### config.mk
export PLATFORM = sky130hd
export DESIGN_NAME = ifetch_pc_unit
export DESIGN_NICKNAME = d
export VERILOG_FILES = /design/src/rtl/ifetch_pc_unit.sv
export SDC_FILE = /design/constraint.sdc
export NUM_CORES = 1
export LEC_CHECK = 0
export ABC_CLOCK_PERIOD_IN_PS = 2250
export BUFFER_PORTS_ARGS = -buffer_cell sky130_fd_sc_hd__buf_2
export CORE_UTILIZATION = 40
export DETAILED_ROUTE_END_ITERATION = 16
export PLACE_DENSITY = 0.71
export SLEW_MARGIN = 20
export SYNTH_ARGS = -nofsm -noshare
export SYNTH_HDL_FRONTEND = slang
export SYNTH_SLANG_ARGS = --single-unit
### constraint.sdc
create_clock -name clk -period 2.25 [get_ports clk]
set_input_delay 0.225 -clock clk [delete_from_list [all_inputs] [get_ports clk]]
set_output_delay 0.225 -clock clk [all_outputs]
set_load 0.02 [all_outputs]
### src/rtl/ifetch_pc_unit.sv
// Fetch stage of the 16-bit multicycle core: owns PC and IR, fetches over a req/ready
// handshake with timeout, and applies controller jump/branch PC updates while idle.
module ifetch_pc_unit #(
   parameter int                 ADDR_W   = 16,
   parameter int                 DATA_W   = 16,
   parameter logic [ADDR_W-1:0]  RESET_PC = '0,
   parameter int                 TIMEOUT  = 15
) (
   input  logic              clk,
   input  logic              rst,
   input  logic              fetch_req,
   input  logic              pc_write,
   input  logic [1:0]        pc_src,
   input  logic              beq_cond,
   input  logic              bnq_cond,
   input  logic              alu_zero,
   input  logic [ADDR_W-1:0] alu_result,
   output logic              imem_req,
   output logic [ADDR_W-1:0] imem_addr,
   input  logic              imem_ready,
   input  logic [DATA_W-1:0] imem_rdata,
   output logic [DATA_W-1:0] ir,
   output logic [3:0]        opcode,
   output logic [3:0]        func_field,
   output logic [ADDR_W-1:0] pc,
   output logic              fetch_busy,
   output logic              ir_valid,
   output logic              fetch_err
);

   localparam int CW = $clog2(TIMEOUT + 1);

   typedef enum logic [1:0] {IDLE, REQ, ERR} state_t;

   state_t            r_state, w_next;
   logic [CW-1:0]     r_cnt;
   logic [ADDR_W-1:0] r_pc;
   logic [DATA_W-1:0] r_ir;
   logic              r_ir_valid, r_err;
   logic              w_br, w_load, w_nop, w_start;

   assign w_br = (beq_cond & alu_zero) | (bnq_cond & ~alu_zero);

   always_ff @(posedge clk or posedge rst) begin
      if (rst) r_state <= IDLE;
      else     r_state <= w_next;
   end

   always_comb begin
      w_next  = r_state;
      w_load  = 1'b0;
      w_nop   = 1'b0;
      w_start = 1'b0;
      case (r_state)
         IDLE: if (fetch_req) begin
            w_next  = REQ;
            w_start = 1'b1;
         end
         REQ: begin
            if (imem_ready) begin
               w_load = 1'b1;
               w_next = IDLE;
            end else if (r_cnt == CW'(TIMEOUT - 1)) begin
               w_next = ERR;
            end
         end
         ERR: begin
            w_nop  = 1'b1;
            w_next = IDLE;
         end
         default: w_next = IDLE;
      endcase
   end

   always_ff @(posedge clk or posedge rst) begin
      if (rst) begin
         r_pc       <= RESET_PC;
         r_ir       <= '0;
         r_cnt      <= '0;
         r_ir_valid <= 1'b0;
         r_err      <= 1'b0;
      end else begin
         r_ir_valid <= w_load | w_nop;
         if (w_start)                     r_cnt <= '0;
         else if (r_state == REQ)         r_cnt <= r_cnt + CW'(1);
         if (w_load) begin
            r_ir <= imem_rdata;
            r_pc <= r_pc + ADDR_W'(1);
         end
         if (w_nop) begin
            r_ir  <= '0;
            r_err <= 1'b1;
         end
         // Controller PC updates only when idle and not starting a fetch.
         if (r_state == IDLE && !fetch_req) begin
            if (w_br)
               r_pc <= alu_result;
            else if (pc_write && pc_src == 2'b01)
               r_pc <= {r_pc[ADDR_W-1:12], r_ir[11:0]};
            else if (pc_write && pc_src == 2'b10)
               r_pc <= alu_result;
         end
      end
   end

   assign imem_req   = (r_state == REQ);
   assign fetch_busy = (r_state == REQ);
   assign imem_addr  = r_pc;
   assign pc         = r_pc;
   assign ir         = r_ir;
   assign opcode     = r_ir[15:12];
   assign func_field = r_ir[3:0];
   assign ir_valid   = r_ir_valid;
   assign fetch_err  = r_err;

endmodule

# Yosys cells after proc, flatten, opt, wreduce, memory -nomap -nowiden
# Index checks and enable logic that the tools add are counted.
[word_totals]
romBits = 0
memories = 0
elab_cells = 48
regBits = 40
ram_bits = 0
latchBits = 0
[op_classes]
n_bitwise = 5
mul = 0
n_mux = 18
n_addsub = 2
reduce_logical = 8
shifts = 0
magnitude_cmp = 0
eq_ne = 8
div_mod_pow = 0
[ops]
columns = ["op", "count"]
rows = [
  ["$mux W16", 7],
  ["$add A16 B1 Y16 const B", 1],
  ["$mux W4", 2],
  ["$mux W2", 3],
  ["$mux W1", 5],
  ["$add A4 B1 Y4 const B", 1],
  ["$eq A2 B1 Y1 const B", 2],
  ["$eq A2 B2 Y1 const B", 2],
  ["$eq A4 B4 Y1 const B", 1],
  ["$pmux W2 S2", 1],
  ["$reduce_bool A2 Y1", 2],
  ["$logic_and A1 B1 Y1", 3],
  ["$ne A3 B2 Y1 const B", 1],
  ["$ne A3 B3 Y1 const B", 1],
  ["$and A1 B1 Y1", 2],
  ["$logic_not A2 Y1", 1],
  ["$ne A2 B2 Y1 const B", 1],
  ["$or A1 B1 Y1", 2],
  ["$reduce_and A2 Y1", 1],
  ["$logic_not A1 Y1", 1],
  ["$not A1 Y1", 1],
]

# Depth between registers and ports, before layout
[logic_depth]
ltp_word = 7
ltp_mapped = 6

# Worst setup path after synthesis
# No wires, ideal clock.
[synth_timing]
kind = "register to register"
from = "register r_pc[2], in the netlist imem_addr[2]"
to = "register r_pc[15], in the netlist imem_addr[15]"
n_path_buf = 0
period_less_slack_ns = 1.935
setup_slack_ns = 0.315
path_stages_with_launch = 5
setup_ns = 0.080
arrival_ns = 1.855
path_cell_list = "dfrtp_1 > nand4_4 > or4_4 > or4_4 > o211ai_2"
[synth_via]
elab_chain_len = 6
[synth_rtl]
columns = ["item", "line_no", "source"]
rows = [
  ["start: declaration", "37", "logic [ADDR_W-1:0] r_pc;"],
  ["start signal: assignment", "88", "r_pc <= r_pc + ADDR_W'(1);"],
  ["start signal: assignment", "97", "r_pc <= alu_result;"],
  ["start signal: assignment", "99", "r_pc <= {r_pc[ADDR_W-1:12], r_ir[11:0]};"],
  ["$add A16 B1 Y16 (*)", "88", ""],
  ["$mux W16 (*)", "86", "if (w_load) begin"],
  ["$mux W16", "100", "else if (pc_write && pc_src == 2'b10)"],
  ["$mux W16", "98", "else if (pc_write && pc_src == 2'b01)"],
  ["$mux W16", "96", "if (w_br)"],
  ["$mux W16 (*)", "95", "if (r_state == IDLE && !fetch_req) begin"],
]
# Every way passes the cells marked *; elsewhere a longest branch is shown, timed or not. The select of a mux whose other input is x is not followed.
# A chain may end at the register's enable or synchronous reset.

# Worst setup path after layout
[layout_timing]
from = "register r_state[1]"
to = "register r_pc[15], in the netlist imem_addr[15]"
[layout_via]
elab_chain_len = 7
elab_cells_between_ends = 10
[layout_rtl]
columns = ["item", "line_no", "source"]
rows = [
  ["start: declaration", "35", "state_t r_state, w_next;"],
  ["start signal: assignment", "46", "else r_state <= w_next;"],
  ["$eq A2 B1 Y1", "54", "case (r_state)"],
  ["$mux W1", "54", ""],
  ["$mux W16", "86", ""],
  ["$mux W16", "100", ""],
  ["$mux W16", "98", ""],
  ["$mux W16", "96", ""],
  ["$mux W16", "95", ""],
  ["end signal: assignment", "97", ""],
  ["end signal: assignment", "99", ""],
  ["end signal: assignment", "101", "r_pc <= alu_result;"],
]
# Several ways; a longest one is shown, not always the timed one. The select of a mux whose other input is x is not followed.

==> results.py <==
metrics = {
    "run_status": {
        "status": "completed",
    },
    "detailed_routing": {
        "ant_nets": 0,
        "drt-total-wl_um": 5260,
        "drc": 0,
        "drt_first_pass_iters": 4,
        "drt-wirelength-per-cell_um": 14.7,
        "vias": 1891,
        "post_drt_via_cell_ratio": 5.27,
        "drtIter0Drc": 130,
    },
    "critical_path": {
        "crit_required_ns": 2.47,
        "cp_max_fo": 14,
        "max_stage_delay_ns": 0.59,
        "cp_cell_sequence": "nand3b_1, or4_4, or4_4, o211ai_2",
        "cpMostUsedCell": "or4_4",
        "endpoint_kind": "flip-flop",
        "r2r_cells": 4,
        "crit_type": "reg -> reg",
        "crit_path_top_delay_cell": "or4_4",
        "start_kind": "flip-flop",
        "cp.arrival_ns": 2.26,
    },
    "logic_synthesis": {
        "avgSynthCellArea_sq_um": 10.3,
        "synth_area_sq_um": 2170,
        "ys.flop_type": "dfrtp_1",
        "yosysSeqAreaShare_pct": 46.1,
        "synthArstFlopShare_pct": 100,
        "synth.distinct_cells": 40,
        "ys_ff_latch": 40,
        "synth_nets": 255,
        "yosysWarningCount": 0,
        "synthCells": 210,
        "synth-edff-count": 0,
    },
    "placement": {
        "hpwl_um": 3890,
        "port_buffers": 101,
        "dp_slack_ns": 0.245,
        "place_congestion": 0.846,
    },
    "sta": {
        "setup_violations": 0,
        "finalWorstSetupSlack_ns": 0.213,
        "hold_violations": 0,
        "worst_hold_slack_ns": 0.0408,
        "tns_ns": 0,
        "finalMaxSlewViolations": 0,
        "fmax_mhz": 491,
        "period_share_pct": 90.5,
        "worst-slew-pin-transition_ns": 0.608,
        "slew_headroom_pct": 59.4,
        "final.setup_skew_ns": 0.00635,
        "period_needed_ns": 2.04,
        "rsz0062_at_grt": "no",
    },
    "floorplan": {
        "die_y_um": 75.7,
        "die_w_um": 75.7,
        "dieArea_sq_um": 5730,
        "core_sq_um": 5170,
        "fp-row-count": 26,
        "start_util_pct": 42.0,
        "ios": 102,
    },
    "cts": {
        "numCtsBuffers": 5,
        "cts_tree": "built",
        "cts-resized-gates": 0,
        "cts_buffer_depth": 2,
        "hold_buffers": 0,
        "root_buffer": "clkbuf_8",
        "cts.sink_count": 40,
        "htreeDepth": 2,
        "post_cts_buffers": 0,
        "cts.clk_slew.worst_paths_ns": 0.08,
        "clkLatencyLatePin_ns": 0.29,
    },
    "finish": {
        "fin_util_pct": 52.4,
        "layout-drive-gt1-share_pct": 41.2,
        "syn_to_final_growth_pct": 24.8,
        "fill_cells": 479,
        "final_nets": 334,
        "antenna_cells": 0,
    },
    "worst_hold_path": {
        "hp-class": "in -> async",
    },
    "global_routing": {
        "grt_max_degree": 41,
        "antenna_found_initial": 0,
        "grt-ovfl-total": 0,
        "grt_usage_pct": 19.3,
        "grt_pass1_vias": 1715,
        "grt_pass1_wl_um": 8030,
    },
    "power": {
        "power_leakage_nw": 1.33,
        "design_power_total_mw": 3.00,
        "p_per_area_nw_per_um2": 1110,
        "ir_worst_vdd_mv": 0.463,
    },
    "flow_run": {
        "maxCapViolations": 0,
    },
}
## cell families after synthesis
group | share of synthesized area [%]
AO/OA/AOI/OAI | 20.4
AND/OR/NAND/NOR | 14.2
buffers and inverters | 11.9
flip-flops | 46.1
XOR/XNOR | 4.84
adder cells (fa/ha/maj) | 1.73
multiplexers | 0.921
## routing by layer
| layer | vias to the layer above | global-route usage [%] | part of all wire [%] |
|---|---|---|---|
| met5 | - | 0 | 0 |
| met4 | 0 | 7.82 | 1.3 |
| met3 | 7 | 3.57 | 6.3 |
| met2 | 83 | 31.6 | 48 |
| met1 | 881 | 25.3 | 45 |
| li1 | 920 | - | - |
## metrics by stage
stage / instance area, sq um / instances
6_report: 2710 / 359
5_1_grt: 2710 / 359
4_1_cts: 2710 / 359
3_5_place_dp: 2580 / 352
3_3_place_gp: 2580 / 352
2_1_floorplan: 2170 / 210
## flip-flops by register name, summed over array words and instances (netlist names)
signal and cells:
imem_addr 16, ir 16, ir_valid 1, fetch_err 1, r_cnt 4, r_state 2
## final timing paths
check / from / to / slack [ns]
max: r_state[1]$_DFFE_PP0P_ / imem_addr[15]$_DFFE_PP0P_ / 0.21
min: rst / r_cnt[1]$_DFFE_PP0P_ / 0.04
max reg2reg: r_state[1]$_DFFE_PP0P_ / imem_addr[15]$_DFFE_PP0P_ / 0.21
min reg2reg: fetch_err$_DFFE_PP0P_ / fetch_err$_DFFE_PP0P_ / 0.46
max in group asynchronous: rst / imem_addr[5]$_DFF_PP0_ / 1.86
min in group clk: imem_rdata[14] / ir[14]$_DFFE_PP0P_ / 0.15
## layout by cell type, fill, tap and decap left out, types with 6 or more instances in the layout
cell type | synthesis | layout
nand3_1 | 6 | 6
a22oi_1 | 14 | 14
inv_1 | 8 | 8
o22ai_1 | 13 | 13
nor3_1 | 6 | 6
dfrtp_1 | 40 | 40
buf_4 | 25 | 6
a22o_1 | 16 | 16
nand2_1 | 9 | 9
xnor2_1 | 9 | 9
buf_2 | 3 | 101
## worst max-delay path, delay by kind of cell, from the launching register on
family | cells | cell delay, ns
AND/OR/NAND/NOR | 3 | 1.39
AO/OA/AOI/OAI | 1 | 0.07
flip-flops | 1 | 0.51
## cells in the mapped netlist, types with 5 or more instances
master / count / area, sq um
inv_1: 8 / 30.0
nor3_1: 6 / 30.0
o22ai_1: 13 / 81.3
a22oi_1: 14 / 105
nand2_1: 9 / 33.8
buf_4: 25 / 188
a22o_1: 16 / 140
nor2_1: 5 / 18.8
nand4_1: 5 / 31.3
xnor2_1: 9 / 78.8
dfrtp_1: 40 / 1000
clkbuf_1: 6 / 22.5
nand3_1: 6 / 30.0
o21ai_0: 5 / 25.0
## report_power, final
| group | leakage [nW] | switching [mW] | internal (mW) |
|---|---|---|---|
| Combinational | 0.772 | 0.710 | 0.435 |
| Sequential | 0.498 | 0.258 | 0.906 |
| Clock | 0.0642 | 0.252 | 0.437 |
| Total | 1.33 | 1.22 | 1.78 |
## area by class of cell
type / count / area [sq um] / area share [%]
timing repair buffer: 107 / 551 / 20.3
inverter: 8 / 30.0 / 1.11
sequential: 40 / 1000 / 36.9
clock buffer: 5 / 68.8 / 2.54
tap: 70 / 87.6 / 3.23
clock inverter: 2 / 60.1 / 2.22
multi-input combinational: 127 / 913 / 33.7
(Power assumes the default switching activity.)
